### config.mk
export PLATFORM = sky130hd
export DESIGN_NAME = bitwise_serial_unit_flat
export DESIGN_NICKNAME = d
export VERILOG_FILES = /design/src/rtl/bitwise_serial_unit_if.sv /design/src/rtl/bitwise_serial_unit.sv /design/src/flat_wrapper.sv
export SDC_FILE = /design/constraint.sdc
export NUM_CORES = 1
export LEC_CHECK = 0
export CAP_MARGIN = 5
export CORE_UTILIZATION = 55
export DETAILED_ROUTE_END_ITERATION = 10
export DONT_BUFFER_PORTS = 1
export GPL_TIMING_DRIVEN = 0
export PLACE_DENSITY = 0.68
export SYNTH_ARGS = -nofsm -noshare
export SYNTH_HDL_FRONTEND = slang
export SYNTH_SLANG_ARGS = --single-unit
export TNS_END_PERCENT = 1
### constraint.sdc
create_clock -name clk -period 3.4 [get_ports clk]
set_clock_uncertainty 0.2 [all_clocks]
set_input_delay 0.34 -clock clk [delete_from_list [all_inputs] [get_ports clk]]
set_output_delay 0.34 -clock clk [all_outputs]
set_load 0.01 [all_outputs]
### src/rtl/bitwise_serial_unit_if.sv
// Operand and result handshake bundle for bitwise_serial_unit.
// The master drives operands and accepts results; the slave is the unit.
interface bitwise_serial_unit_if #(
  parameter int WIDTH = 16
);
  logic             in_valid;
  logic             in_ready;
  logic [2:0]       op;
  logic [WIDTH-1:0] a;
  logic [WIDTH-1:0] b;
  logic             out_valid;
  logic             out_ready;
  logic [WIDTH-1:0] out;
  logic             out_zero;
  logic             out_neg;

  modport master (
    output in_valid, op, a, b, out_ready,
    input  in_ready, out_valid, out, out_zero, out_neg
  );

  modport slave (
    input  in_valid, op, a, b, out_ready,
    output in_ready, out_valid, out, out_zero, out_neg
  );
endinterface

### src/rtl/bitwise_serial_unit.sv
// Lane-serial bitwise logic unit: evaluates one of eight two-operand functions
// LANE bits per clock over a WIDTH-bit word, with valid/ready on both sides.
module bitwise_serial_unit #(
  parameter int WIDTH = 16,
  parameter int LANE  = 4
) (
  input  logic                  clk,
  input  logic                  reset,
  bitwise_serial_unit_if.slave  bus
);

  localparam int NLANES = WIDTH / LANE;
  localparam int CW     = (NLANES > 1) ? $clog2(NLANES) : 1;
  localparam logic [CW-1:0] LAST_LANE = CW'(NLANES - 1);

  if ((LANE < 1) || (LANE > WIDTH) || ((WIDTH % LANE) != 0)) begin : g_bad_params
    $error("bitwise_serial_unit: WIDTH must be a non-zero multiple of LANE");
  end

  typedef enum logic [1:0] {
    S_IDLE = 2'b00,
    S_RUN  = 2'b01,
    S_DONE = 2'b10
  } state_t;

  function automatic logic [LANE-1:0] lane_fn(
    input logic [2:0]      f,
    input logic [LANE-1:0] x,
    input logic [LANE-1:0] y
  );
    logic [LANE-1:0] r;
    case (f)
      3'b000:  r = ~x;
      3'b001:  r = x & y;
      3'b010:  r = x | y;
      3'b011:  r = x ^ y;
      3'b100:  r = ~(x & y);
      3'b101:  r = ~(x | y);
      3'b110:  r = ~(x ^ y);
      3'b111:  r = x;
      default: r = x;
    endcase
    return r;
  endfunction

  state_t           state_r,     state_nx_s;
  logic [CW-1:0]    cnt_r,       cnt_nx_s;
  logic [WIDTH-1:0] a_hold_r,    a_hold_nx_s;
  logic [WIDTH-1:0] b_hold_r,    b_hold_nx_s;
  logic [2:0]       op_hold_r,   op_hold_nx_s;
  logic [WIDTH-1:0] out_r,       out_nx_s;
  logic             zero_r,      zero_nx_s;
  logic             neg_r,       neg_nx_s;
  logic             out_valid_r, out_valid_nx_s;
  logic             in_ready_r,  in_ready_nx_s;
  logic [LANE-1:0]  lane_res_s;
  logic [WIDTH-1:0] word_s;
  int               idx_s;

  // Next-state and next-output logic for the IDLE/RUN/DONE sequencer.
  always_comb begin
    state_nx_s     = state_r;
    cnt_nx_s       = cnt_r;
    a_hold_nx_s    = a_hold_r;
    b_hold_nx_s    = b_hold_r;
    op_hold_nx_s   = op_hold_r;
    out_nx_s       = out_r;
    zero_nx_s      = zero_r;
    neg_nx_s       = neg_r;
    out_valid_nx_s = out_valid_r;
    in_ready_nx_s  = in_ready_r;

    // The result is assembled in place in the output register, one lane per cycle.
    idx_s      = int'(cnt_r) * LANE;
    lane_res_s = lane_fn(op_hold_r, a_hold_r[idx_s +: LANE], b_hold_r[idx_s +: LANE]);
    word_s     = out_r;
    word_s[idx_s +: LANE] = lane_res_s;

    case (state_r)
      S_IDLE: begin
        if (bus.in_valid && in_ready_r) begin
          a_hold_nx_s   = bus.a;
          b_hold_nx_s   = bus.b;
          op_hold_nx_s  = bus.op;
          cnt_nx_s      = {CW{1'b0}};
          in_ready_nx_s = 1'b0;
          state_nx_s    = S_RUN;
        end else begin
          in_ready_nx_s = 1'b1;
        end
      end
      S_RUN: begin
        out_nx_s = word_s;
        if (cnt_r == LAST_LANE) begin
          zero_nx_s      = (word_s == {WIDTH{1'b0}});
          neg_nx_s       = word_s[WIDTH-1];
          out_valid_nx_s = 1'b1;
          state_nx_s     = S_DONE;
        end else begin
          cnt_nx_s = cnt_r + CW'(1'b1);
        end
      end
      S_DONE: begin
        if (out_valid_r && bus.out_ready) begin
          out_valid_nx_s = 1'b0;
          in_ready_nx_s  = 1'b1;
          state_nx_s     = S_IDLE;
        end else begin
          out_valid_nx_s = out_valid_r;
        end
      end
      default: begin
        out_valid_nx_s = 1'b0;
        in_ready_nx_s  = 1'b0;
        state_nx_s     = S_IDLE;
      end
    endcase
  end

  // State, holding and output registers.
  always_ff @(posedge clk or posedge reset) begin
    if (reset) begin
      state_r     <= S_IDLE;
      cnt_r       <= {CW{1'b0}};
      a_hold_r    <= {WIDTH{1'b0}};
      b_hold_r    <= {WIDTH{1'b0}};
      op_hold_r   <= 3'b000;
      out_r       <= {WIDTH{1'b0}};
      zero_r      <= 1'b0;
      neg_r       <= 1'b0;
      out_valid_r <= 1'b0;
      in_ready_r  <= 1'b0;
    end else begin
      state_r     <= state_nx_s;
      cnt_r       <= cnt_nx_s;
      a_hold_r    <= a_hold_nx_s;
      b_hold_r    <= b_hold_nx_s;
      op_hold_r   <= op_hold_nx_s;
      out_r       <= out_nx_s;
      zero_r      <= zero_nx_s;
      neg_r       <= neg_nx_s;
      out_valid_r <= out_valid_nx_s;
      in_ready_r  <= in_ready_nx_s;
    end
  end

  assign bus.in_ready  = in_ready_r;
  assign bus.out_valid = out_valid_r;
  assign bus.out       = out_r;
  assign bus.out_zero  = zero_r;
  assign bus.out_neg   = neg_r;

endmodule
### src/flat_wrapper.sv
// flat-port wrapper written by rule: the top's interface ports become plain ports
module bitwise_serial_unit_flat 
#(
  parameter int WIDTH = 16,
  parameter int LANE  = 4
)
  (clk, reset, bus_in_valid, bus_op, bus_a, bus_b, bus_out_ready, bus_in_ready, bus_out_valid, bus_out, bus_out_zero, bus_out_neg);
  bitwise_serial_unit_if #(.WIDTH(WIDTH)) bus_i ();
  input  logic clk;
  input  logic reset;
  input wire logic [$bits(bus_i.in_valid)-1:0] bus_in_valid;
  input wire logic [$bits(bus_i.op)-1:0] bus_op;
  input wire logic [$bits(bus_i.a)-1:0] bus_a;
  input wire logic [$bits(bus_i.b)-1:0] bus_b;
  input wire logic [$bits(bus_i.out_ready)-1:0] bus_out_ready;
  output wire logic [$bits(bus_i.in_ready)-1:0] bus_in_ready;
  output wire logic [$bits(bus_i.out_valid)-1:0] bus_out_valid;
  output wire logic [$bits(bus_i.out)-1:0] bus_out;
  output wire logic [$bits(bus_i.out_zero)-1:0] bus_out_zero;
  output wire logic [$bits(bus_i.out_neg)-1:0] bus_out_neg;
  assign bus_i.in_valid = bus_in_valid;
  assign bus_i.op = bus_op;
  assign bus_i.a = bus_a;
  assign bus_i.b = bus_b;
  assign bus_i.out_ready = bus_out_ready;
  assign bus_in_ready = bus_i.in_ready;
  assign bus_out_valid = bus_i.out_valid;
  assign bus_out = bus_i.out;
  assign bus_out_zero = bus_i.out_zero;
  assign bus_out_neg = bus_i.out_neg;
  bitwise_serial_unit #(.WIDTH(WIDTH), .LANE(LANE)) u_core (.clk(clk), .reset(reset), .bus(bus_i));
endmodule
==> impl_metrics.json, run 1 <==
{
  "setup_tns_ns": 0,
  "overflow": 0,
  "route.detailed.drc": 0,
  "drv_slew": 0,
  "syn_area_um2": 3130,
  "wl_per_cell_um": 17.7,
  "pre_cts_ws_ns": -0.199,
  "clkTransAtPathRegs_ns": 0.07,
  "whs_ns": 0.0155,
  "portBuffers": 0,
  "syn2layout_area_growth_pct": 25.4,
  "finalCriticalPeriod_ns": 3.13,
  "setup_violations": 0,
  "die_y_um": 77.4,
  "die_x_um": 77.4,
  "post-place-cells": 324,
  "min_period_over_period": 0.920,
  "placed_area_um2": 3240,
  "relSlewSlack": 0.477,
  "drive_above_1_share": 0.292,
  "fin_ws_ns": 0.274,
  "synth_seq_area_share": 0.472,
  "status": "complete, no violations",
  "grt_max_degree": 33,
  "clock_latency_ns": 0.33,
  "final_nets": 356,
  "stdcell_area_um2": 3930,
  "numCtsBuffers": 9,
  "dr.pass1.iters": 6,
  "clock-sinks": 59,
  "htree_levels": 3,
  "drtIter0Drc": 90,
  "finalCoreUtilization": 0.713,
  "ys_types": 42,
  "drtAntennaViolNets": 0,
  "vias": 2211,
  "dpl.hpwl_um": 4480,
  "cts_tree": "done",
  "antenna_found_initial": 0,
  "antenna_cells": 0,
  "grt_pass1_wl_um": 11300,
  "worstPathMaxFanout": 10,
  "start_util": 0.569,
  "p_total_mw": 4.38,
  "gp_congestion": 0.809,
  "first_global_vias": 2351,
  "ios": 59,
  "cp_data_required_time_ns": 3.42,
  "fmax_ghz": 0.320,
  "synth_cells": 251,
  "layoutNonFillerInstCount": 380,
  "maxCapViolations": 0,
  "fp.dieArea_um2": 6000,
  "finalHoldViolCount": 0,
  "worstPathArrival_ns": 3.15,
  "root_buffer": "clkbuf_8",
  "rsz0062_at_grt": "false",
  "tightest_slew_ns": 0.777,
  "num_rows": 27,
  "syn_area_per_cell_um2": 12.5,
  "synthesis.nets": 304,
  "final-seq-area_um2": 1480,
  "multiInputGateArea_um2": 1520,
  "synth-seq-cells": 59,
  "drt-total-wl_um": 6720,
  "fill_cells": 383,
  "core_area_um2": 5510,
  "hold_class": "primary input to register",
  "cp-start-kind": "register",
  "yosys_warnings": 0,
  "power_density_nw_per_um2": 1110,
  "final_common_cell": "dfrtp_1",
  "p_leak_nw": 1.74,
  "peakVddDrop_mv": 0.643,
  "layout_common_cells": "dfrtp_1, mux2_2, dlygate4sd3_1, nand2_1, ha_1",
  "vias_per_cell": 5.82,
  "grt.total_usage": 0.247,
  "timing_worst_setup_path_type": "register to register",
  "clockBufferDepth": 2,
  "cp-end-kind": "register"
}
[worst max-delay path, cell delays in order, from the launching register on]
cell	delay (ns)
dfrtp_2	0.39
buf_4	0.21
mux4_1	0.63
inv_1	0.09
ha_1	0.23
mux2_2	0.28
a22oi_1	0.20
o22ai_1	0.14
a211oi_4	0.32
o41ai_2	0.13
a22o_1	0.19
[worst paths after layout]
| kind | from | end | slack [ns] | cells past startpoint |
|---|---|---|---|---|
| max | u_core.cnt_r[0]$_DFFE_PP0P_ | u_core.bus.out_zero$_DFFE_PP0P_ | 0.27 | 10 |
| min | bus_out_ready | u_core.state_r[1]$_DFFE_PP0P_ | 0.02 | 3 |
| max reg2reg | u_core.cnt_r[0]$_DFFE_PP0P_ | u_core.bus.out_zero$_DFFE_PP0P_ | 0.27 | 10 |
| min reg2reg | u_core.b_hold_r[4]$_DFFE_PP0P_ | u_core.b_hold_r[4]$_DFFE_PP0P_ | 0.30 | 1 |
| max in group asynchronous | reset | u_core.a_hold_r[11]$_DFFE_PP0P_ | 2.10 | 3 |
| min in group asynchronous | reset | u_core.bus.out_valid$_DFFE_PP0P_ | 0.33 | 2 |
[Yosys cell counts, drive strengths merged]
master | n | share of area
dfrtp | 59 | 0.47
mux2 | 40 | 0.14
nand2 | 21 | 0.027
ha | 14 | 0.056
a22o | 13 | 0.038
inv | 13 | 0.016
buf | 12 | 0.031
mux4 | 8 | 0.062
nor2 | 8 | 0.0096
nor4 | 8 | 0.016
nor2b | 6 | 0.012
o21ai | 6 | 0.011
nor3 | 5 | 0.0080
a21oi | 4 | 0.0076
a22oi | 3 | 0.0088
a32o | 3 | 0.0096
nand3 | 3 | 0.0048
nand3b | 3 | 0.0072
nor4bb | 3 | 0.0096
a211oi | 2 | 0.0064
a221oi | 2 | 0.0056
a31oi | 2 | 0.0040
and3b | 2 | 0.0056
mux2i | 2 | 0.0064
o22ai | 2 | 0.0040
a32oi | 1 | 0.0028
and3 | 1 | 0.0020
clkbuf | 1 | 0.0012
nand2b | 1 | 0.0020
o211ai | 1 | 0.0040
o41ai | 1 | 0.0052
or3 | 1 | 0.0024
[kinds of logic (layout without fill, tap and decap cells)]
family,count (synthesis),in the layout,share of synthesized area
DFF,59,59,0.472
AOI/OAI and AO/OA,40,40,0.106
adders and majority gates,14,14,0.0560
buffers and inverters,26,83,0.0476
muxes,50,50,0.213
and+or+nand+nor,62,62,0.106
[what timing repair did]
item | 4_1_cts | 5_1_grt
resized for setup | 2 | 3
endpoints found under the setup margin | 5 | 1
hold endpoints to repair | 63 | 0
hold buffers | 37 | 0
setup buffers | 0 | 3
pin swaps | 1 | 1
[layer usage]
metal  wire, µm  track usage
met1       2930        0.307
met2       3390        0.412
met3        270       0.0565
met4        123        0.111
met5          0            0
[final cells by class]
class / count / area share
buffer: 13 / 0.0261
clock buffer: 12 / 0.0395
clock inverter: 4 / 0.0306
inverter: 13 / 0.0124
multi-input combinational: 166 / 0.387
sequential: 59 / 0.376
tap: 72 / 0.0229
timing repair buffer: 41 / 0.105
[state kept, by name (all words and copies together), names as in the netlist]
signal and cells:
u_core.cnt_r 2, u_core.bus.in_ready 1, u_core.op_hold_r 3, u_core.b_hold_r 16, u_core.a_hold_r 16, u_core.state_r 2, u_core.bus.out_neg 1, u_core.bus.out_valid 1
u_core.bus.out_zero 1, u_core.bus.out 16
[where the power goes]
part	total, mW	switching, mW	internal (mW)
logic	2.24	1.14	1.10
clock network	0.872	0.271	0.602
registers	1.26	0.245	1.02
total	4.38	1.66	2.72
Note: power is estimated with default switching activity, not from simulation.
==> run 2: changes to the inputs <==
PLACE_DENSITY = 0.7   (was 0.68)
==> run 2 against run 1 <==
- via count rose by 2.8%
- cell area fell by 3.2%
- largest cell class unchanged
- setup slack got worse by 0.096 ns
- clock power fell by 38%
- clock-buffer cell count did not move
- register-to-register slack got worse by 0.096 ns
- utilization fell by 2.3 points
- flip-flop and latch count did not move
- die area did not move
==> impl_metrics.json, run 2 (synthesis results as in run 1) <==
{
  "drive_above_1_share": 0.287,
  "die_y_um": 77.4,
  "power_density_nw_per_um2": 1060,
  "cts_tree": "done",
  "vias": 2274,
  "critPathLaunch": "u_core.cnt_r[0]$_DFFE_PP0P_",
  "drtIter0Drc": 99,
  "cp_num_buf_inv": 3,
  "hold_class": "primary input to asynchronous set/reset pin",
  "crit_slowest_cell": "mux4_1",
  "fp.dieArea_um2": 6000,
  "numCtsBuffers": 9,
  "grt_max_degree": 37,
  "finalCoreUtilization": 0.690,
  "crit_end": "u_core.bus.out_zero$_DFFE_PP0P_",
  "layout_common_cells": "dfrtp_1, mux2_2, dlygate4sd3_1, nand2_1, ha_1",
  "dr.pass1.iters": 7,
  "ios": 59,
  "die_x_um": 77.4,
  "vias_per_cell": 6.00,
  "r2r-end": "u_core.bus.out_zero$_DFFE_PP0P_",
  "start_util": 0.569,
  "syn2layout_area_growth_pct": 21.4,
  "clockBufferDepth": 2,
  "portBuffers": 0,
  "antenna_cells": 0,
  "drtAntennaViolNets": 0,
  "status": "complete, no violations",
  "first_global_vias": 2318,
  "crit_chain": "buf_2 > mux4_1 > inv_1 > ha_1 > mux2_2 > a22oi_1 > o22ai_1 > a211oi_2 > buf_4 > o41ai_2 > a22o_1",
  "min_period_over_period": 0.948,
  "dpl.hpwl_um": 4510,
  "rrSetupSlack_ns": 0.18,
  "fmax_ghz": 0.310,
  "wl_per_cell_um": 17.5,
  "cp-end-kind": "register",
  "clock_latency_ns": 0.33,
  "cp_data_required_time_ns": 3.43,
  "critPathMaxStageDelay_ns": 0.66,
  "tightest_slew_ns": 0.693,
  "core_area_um2": 5510,
  "worstReg2RegStart": "u_core.cnt_r[0]$_DFFE_PP0P_",
  "whs_ns": 0.297,
  "drt-total-wl_um": 6640,
  "worstPathMaxFanout": 10,
  "rsz0062_at_grt": "false",
  "final_common_cell": "dfrtp_1",
  "gp_congestion": 0.831,
  "clkTransAtPathRegs_ns": 0.07,
  "grt.total_usage": 0.249,
  "p_leak_nw": 1.69,
  "setup_violations": 0,
  "fill_cells": 401,
  "antenna_found_initial": 0,
  "timing_worst_setup_path_type": "register to register",
  "crit_cells": 11,
  "cp-start-kind": "register",
  "root_buffer": "clkbuf_8",
  "htree_levels": 3,
  "drv_slew": 0,
  "route.detailed.drc": 0,
  "r2r_cells": 11,
  "num_rows": 27,
  "overflow": 0,
  "clock-sinks": 59,
  "grt_pass1_wl_um": 11400,
  "worstPathArrival_ns": 3.25,
  "peakVddDrop_mv": 0.468,
  "path_delay_family": "multiplexers",
  "finalHoldViolCount": 0,
  "final_nets": 356,
  "relSlewSlack": 0.533,
  "maxCapViolations": 0,
  "finalCriticalPeriod_ns": 3.22
}
[run 2: cell count changes in the layout (fill, tap and decap cells not counted), sizes merged]
cell / previous run / this run
bufinv: 4 / 0
clkinv: 0 / 3
[run 2: how the worst min path moves through the flow]
stage,startpoint,to,slack [ns]
after global routing,u_core.b_hold_r[9]$_DFFE_PP0P_,u_core.b_hold_r[9]$_DFFE_PP0P_,0.32
after CTS,reset,u_core.bus.out[9]$_DFFE_PP0P_,0.30
final,reset,u_core.bus.in_ready$_DFFE_PP0P_,0.30
after global placement,u_core.b_hold_r[13]$_DFFE_PP0P_,u_core.b_hold_r[13]$_DFFE_PP0P_,0.28
after floorplan,u_core.b_hold_r[4]$_DFFE_PP0P_,u_core.b_hold_r[4]$_DFFE_PP0P_,0.27
after detailed placement,reset,u_core.bus.in_ready$_DFFE_PP0P_,0.09
[run 2: routing by layer]
layer / routed length (µm) / global-route usage
met1: 2950 / 0.316
met2: 3200 / 0.403
met3: 373 / 0.0694
met4: 112 / 0.0962
met5: 0 / 0
[run 2: power by group]
part	total, mW	leakage [nW]	internal (mW)	switching, mW
clock network	0.543	0.0860	0.277	0.266
logic	2.21	0.872	1.11	1.10
registers	1.28	0.728	1.02	0.264
total	4.04	1.69	2.41	1.63
[run 2: stage by stage]
stage | instances | setup TNS, ns | cell area, µm² | worst slack [ns] | power [mW]
after CTS | 379 | 0 | 3790 | 0.0180 | 4.02
final | 379 | 0 | 3800 | 0.178 | 4.04
after detailed placement | 324 | -0.302 | 3240 | -0.190 | 3.36
after global placement | 323 | -0.148 | 3220 | -0.144 | 3.28
after floorplan | 251 | 0 | 3130 | 0.330 | 2.91
after global routing | 379 | 0 | 3800 | 0.0356 | 4.35
[run 2: cell type report]
type / instances / area, µm² / area share
Buffer: 13 / 100 / 0.0263
Inverter: 13 / 48.8 / 0.0128
Timing Repair Buffer: 41 / 413 / 0.109
Multi-Input combinational cell: 166 / 1510 / 0.398
Sequential cell: 59 / 1480 / 0.389
Clock buffer: 12 / 145 / 0.0382
Tap cell: 72 / 90.1 / 0.0237
Clock inverter: 3 / 15.0 / 0.00395
[run 2: repair_timing]
action / CTS / global route
gates resized for setup: 0 / 2
hold buffers: 37 / 0
setup buffers: 3 / 0
pin swaps: 1 / 0
endpoints found under the hold margin: 60 / 0
setup endpoints to repair: 5 / 11
==> run 3: changes to the inputs <==
ABC_AREA = 1   (was unset)
==> run 3 against run 2 <==
- critical path type unchanged
- fmax grew 3.5%
- sequential share of layout area decreased by 3.1 points
- flip-flop and latch count did not move
- non-clock buffer count grew 2
- largest power group unchanged
- setup slack improved by 0.11 ns
- hold slack worse by 0.26 ns
- critical path depth up 9
==> impl_metrics.json, run 3 <==
{
  "dr.pass1.iters": 4,
  "final_nets": 514,
  "hold_start": "bus_out_ready",
  "portBuffers": 0,
  "r2r_cells": 20,
  "vias": 2928,
  "antenna_cells": 0,
  "num_rows": 28,
  "yosys-top-cells-area": "dfrtp_1, mux2_2, nand2_1",
  "synth_seq_area_share": 0.430,
  "cp_data_required_time_ns": 3.49,
  "critPathLaunch": "u_core.cnt_r[0]$_DFFE_PP0P_",
  "die_y_um": 81.0,
  "finalCriticalPeriod_ns": 3.11,
  "ios": 59,
  "yosys_warnings": 0,
  "grt.total_usage": 0.281,
  "critPathMaxStageDelay_ns": 0.43,
  "final_common_cell": "nand2_1",
  "path_delay_family": "simple AND/OR/NAND/NOR gates",
  "syn_area_per_cell_um2": 8.36,
  "finalCoreUtilization": 0.693,
  "crit_slowest_cell": "dfrtp_2",
  "maxCapViolations": 0,
  "power_density_nw_per_um2": 1020,
  "synthesis.nets": 464,
  "clock-sinks": 59,
  "tightest_slew_ns": 0.498,
  "cp_num_buf_inv": 6,
  "hold_class": "primary input to register",
  "synth-edff-count": 0,
  "crit_chain": "buf_6 > buf_6 > buf_2 > nor2_1 > inv_1 > a32oi_2 > inv_1 > ha_1 > inv_1 > nand4_1 > nand2_1 > nor2_1 > nand3_2 > nand4_1 > nor2_1 > nor2_1 > nand2_1 > nor2_1 > nand3_1 > nand2_1",
  "fmax_ghz": 0.321,
  "synthTopCellsByCount": "nand2_1, dfrtp_1, nor2_1, inv_1, mux2_2",
  "yosys.area.top_type": "dfrtp_1",
  "clockBufferDepth": 2,
  "start_util": 0.577,
  "worstPathArrival_ns": 3.20,
  "worstReg2RegStart": "u_core.cnt_r[0]$_DFFE_PP0P_",
  "crit_cells": 20,
  "drt-total-wl_um": 8270,
  "finalHoldViolCount": 0,
  "clock_latency_ns": 0.34,
  "worst_path_most_repeated_cell": "nor2_1",
  "numCtsBuffers": 9,
  "cp-end-kind": "register",
  "synth_top_area_frac": 0.430,
  "r2r-end": "u_core.bus.out_zero$_DFFE_PP0P_",
  "root_buffer": "clkbuf_8",
  "overflow": 0,
  "die_x_um": 81.0,
  "rrSetupSlack_ns": 0.29,
  "min_period_over_period": 0.916,
  "route.detailed.drc": 0,
  "clkTransAtPathRegs_ns": 0.07,
  "first_global_vias": 2925,
  "status": "complete, no violations",
  "min_path_cells": 3,
  "ys_types": 34,
  "worstPathMaxFanout": 10,
  "grt_pass1_wl_um": 13700,
  "p_total_mw": 4.19,
  "layoutNonFillerInstCount": 540,
  "setup_violations": 0,
  "timing_worst_setup_path_type": "register to register",
  "cp-start-kind": "register",
  "syn2layout_area_growth_pct": 20.1,
  "core_area_um2": 5960,
  "peakVddDrop_mv": 0.534,
  "synth_cells": 411,
  "grt_max_degree": 38,
  "syn_area_um2": 3430,
  "drv_slew": 0,
  "post-place-cells": 487,
  "yosysMostFrequentCell": "nand2_1",
  "htree_levels": 3,
  "synth-async-reset-ratio": 1.00,
  "drtAntennaViolNets": 0,
  "antenna_found_initial": 0,
  "relSlewSlack": 0.667,
  "drive_above_1_share": 0.174,
  "cts_tree": "done",
  "p_leak_nw": 1.98,
  "wl_per_cell_um": 15.3,
  "dpl.hpwl_um": 5730,
  "gp_congestion": 0.805,
  "synth-seq-cells": 59,
  "fp.dieArea_um2": 6560,
  "synth-main-ff-cell": "dfrtp_1",
  "layout_common_cells": "nand2_1, nor2_1, dfrtp_1, inv_1, dlygate4sd3_1",
  "holdPathEnd": "u_core.state_r[1]$_DFFE_PP0P_",
  "drtIter0Drc": 179,
  "vias_per_cell": 5.42
}
-- run 3: cell type report --
class	count	area, µm²
Fill cell	481	1830
Multi-Input combinational cell	285	1680
Sequential cell	59	1480
Timing Repair Buffer	40	403
Inverter	50	193
Clock buffer	12	135
Buffer	16	103
Tap cell	75	93.8
Clock inverter	3	40.0
-- run 3: worst max-delay path by stage --
stage,slack (ns),endpoint
CTS,0.07,u_core.bus.out_zero$_DFFE_PP0P_
global placement,0.16,u_core.bus.out_zero$_DFFE_PP0P_
global route,-0.03,u_core.bus.out_zero$_DFFE_PP0P_
floorplan,0.73,u_core.bus.out_zero$_DFFE_PP0P_
finish,0.29,u_core.bus.out_zero$_DFFE_PP0P_
detailed placement,0.09,u_core.bus.out_zero$_DFFE_PP0P_
-- run 3: cells by family (layout without fill, tap and decap cells) --
logic type,after synthesis,count (layout),synth area share
and+or+nand+nor,202,202,0.274
buffers and inverters,67,121,0.0867
DFF,59,59,0.430
AOI/OAI and AO/OA,41,41,0.0670
muxes,28,28,0.0918
adders and majority gates,14,14,0.0510
-- run 3: power by group --
part | internal (mW) | switching [mW] | leakage [nW]
combinational | 0.886 | 1.36 | 1.17
clock | 0.333 | 0.271 | 0.0902
sequential | 1.04 | 0.295 | 0.719
-- run 3: metal layers --
| metal | track usage | vias up | routed length [µm] |
|---|---|---|---|
| li1 | - | 1443 | - |
| met1 | 0.375 | 1400 | 3890 |
| met2 | 0.441 | 67 | 3900 |
| met3 | 0.0775 | 18 | 336 |
| met4 | 0.0929 | 0 | 146 |
| met5 | 0 | - | 0 |
-- run 3: worst register-to-register path: cells and delay by family (launching register included) --
| family | cells | cell delay, ns |
|---|---|---|
| AO/OA/AOI/OAI | 1 | 0.27 |
| adder cells (fa/ha/maj) | 1 | 0.30 |
| buffers and inverters | 6 | 0.66 |
| flip-flops | 1 | 0.43 |
| AND/OR/NAND/NOR | 12 | 1.21 |
-- run 3: metrics by stage --
stage               hold slack, ns  setup TNS (ns)  setup WS, ns  area, µm²
global placement             0.290               0         0.158       3530
finish                      0.0396               0         0.286       4130
CTS                         0.0249               0        0.0666       4080
detailed placement          0.0843               0        0.0859       3550
global route                0.0610         -0.0250       -0.0250       4130
floorplan                    0.275               0         0.732       3430
-- run 3: what timing repair did --
action | 4_1_cts | 5_1_grt
setup endpoints to repair | 0 | 4
resized for setup | 0 | 7
setup buffers | 0 | 3
hold buffers | 36 | 0
endpoints found under the hold margin | 57 | 0
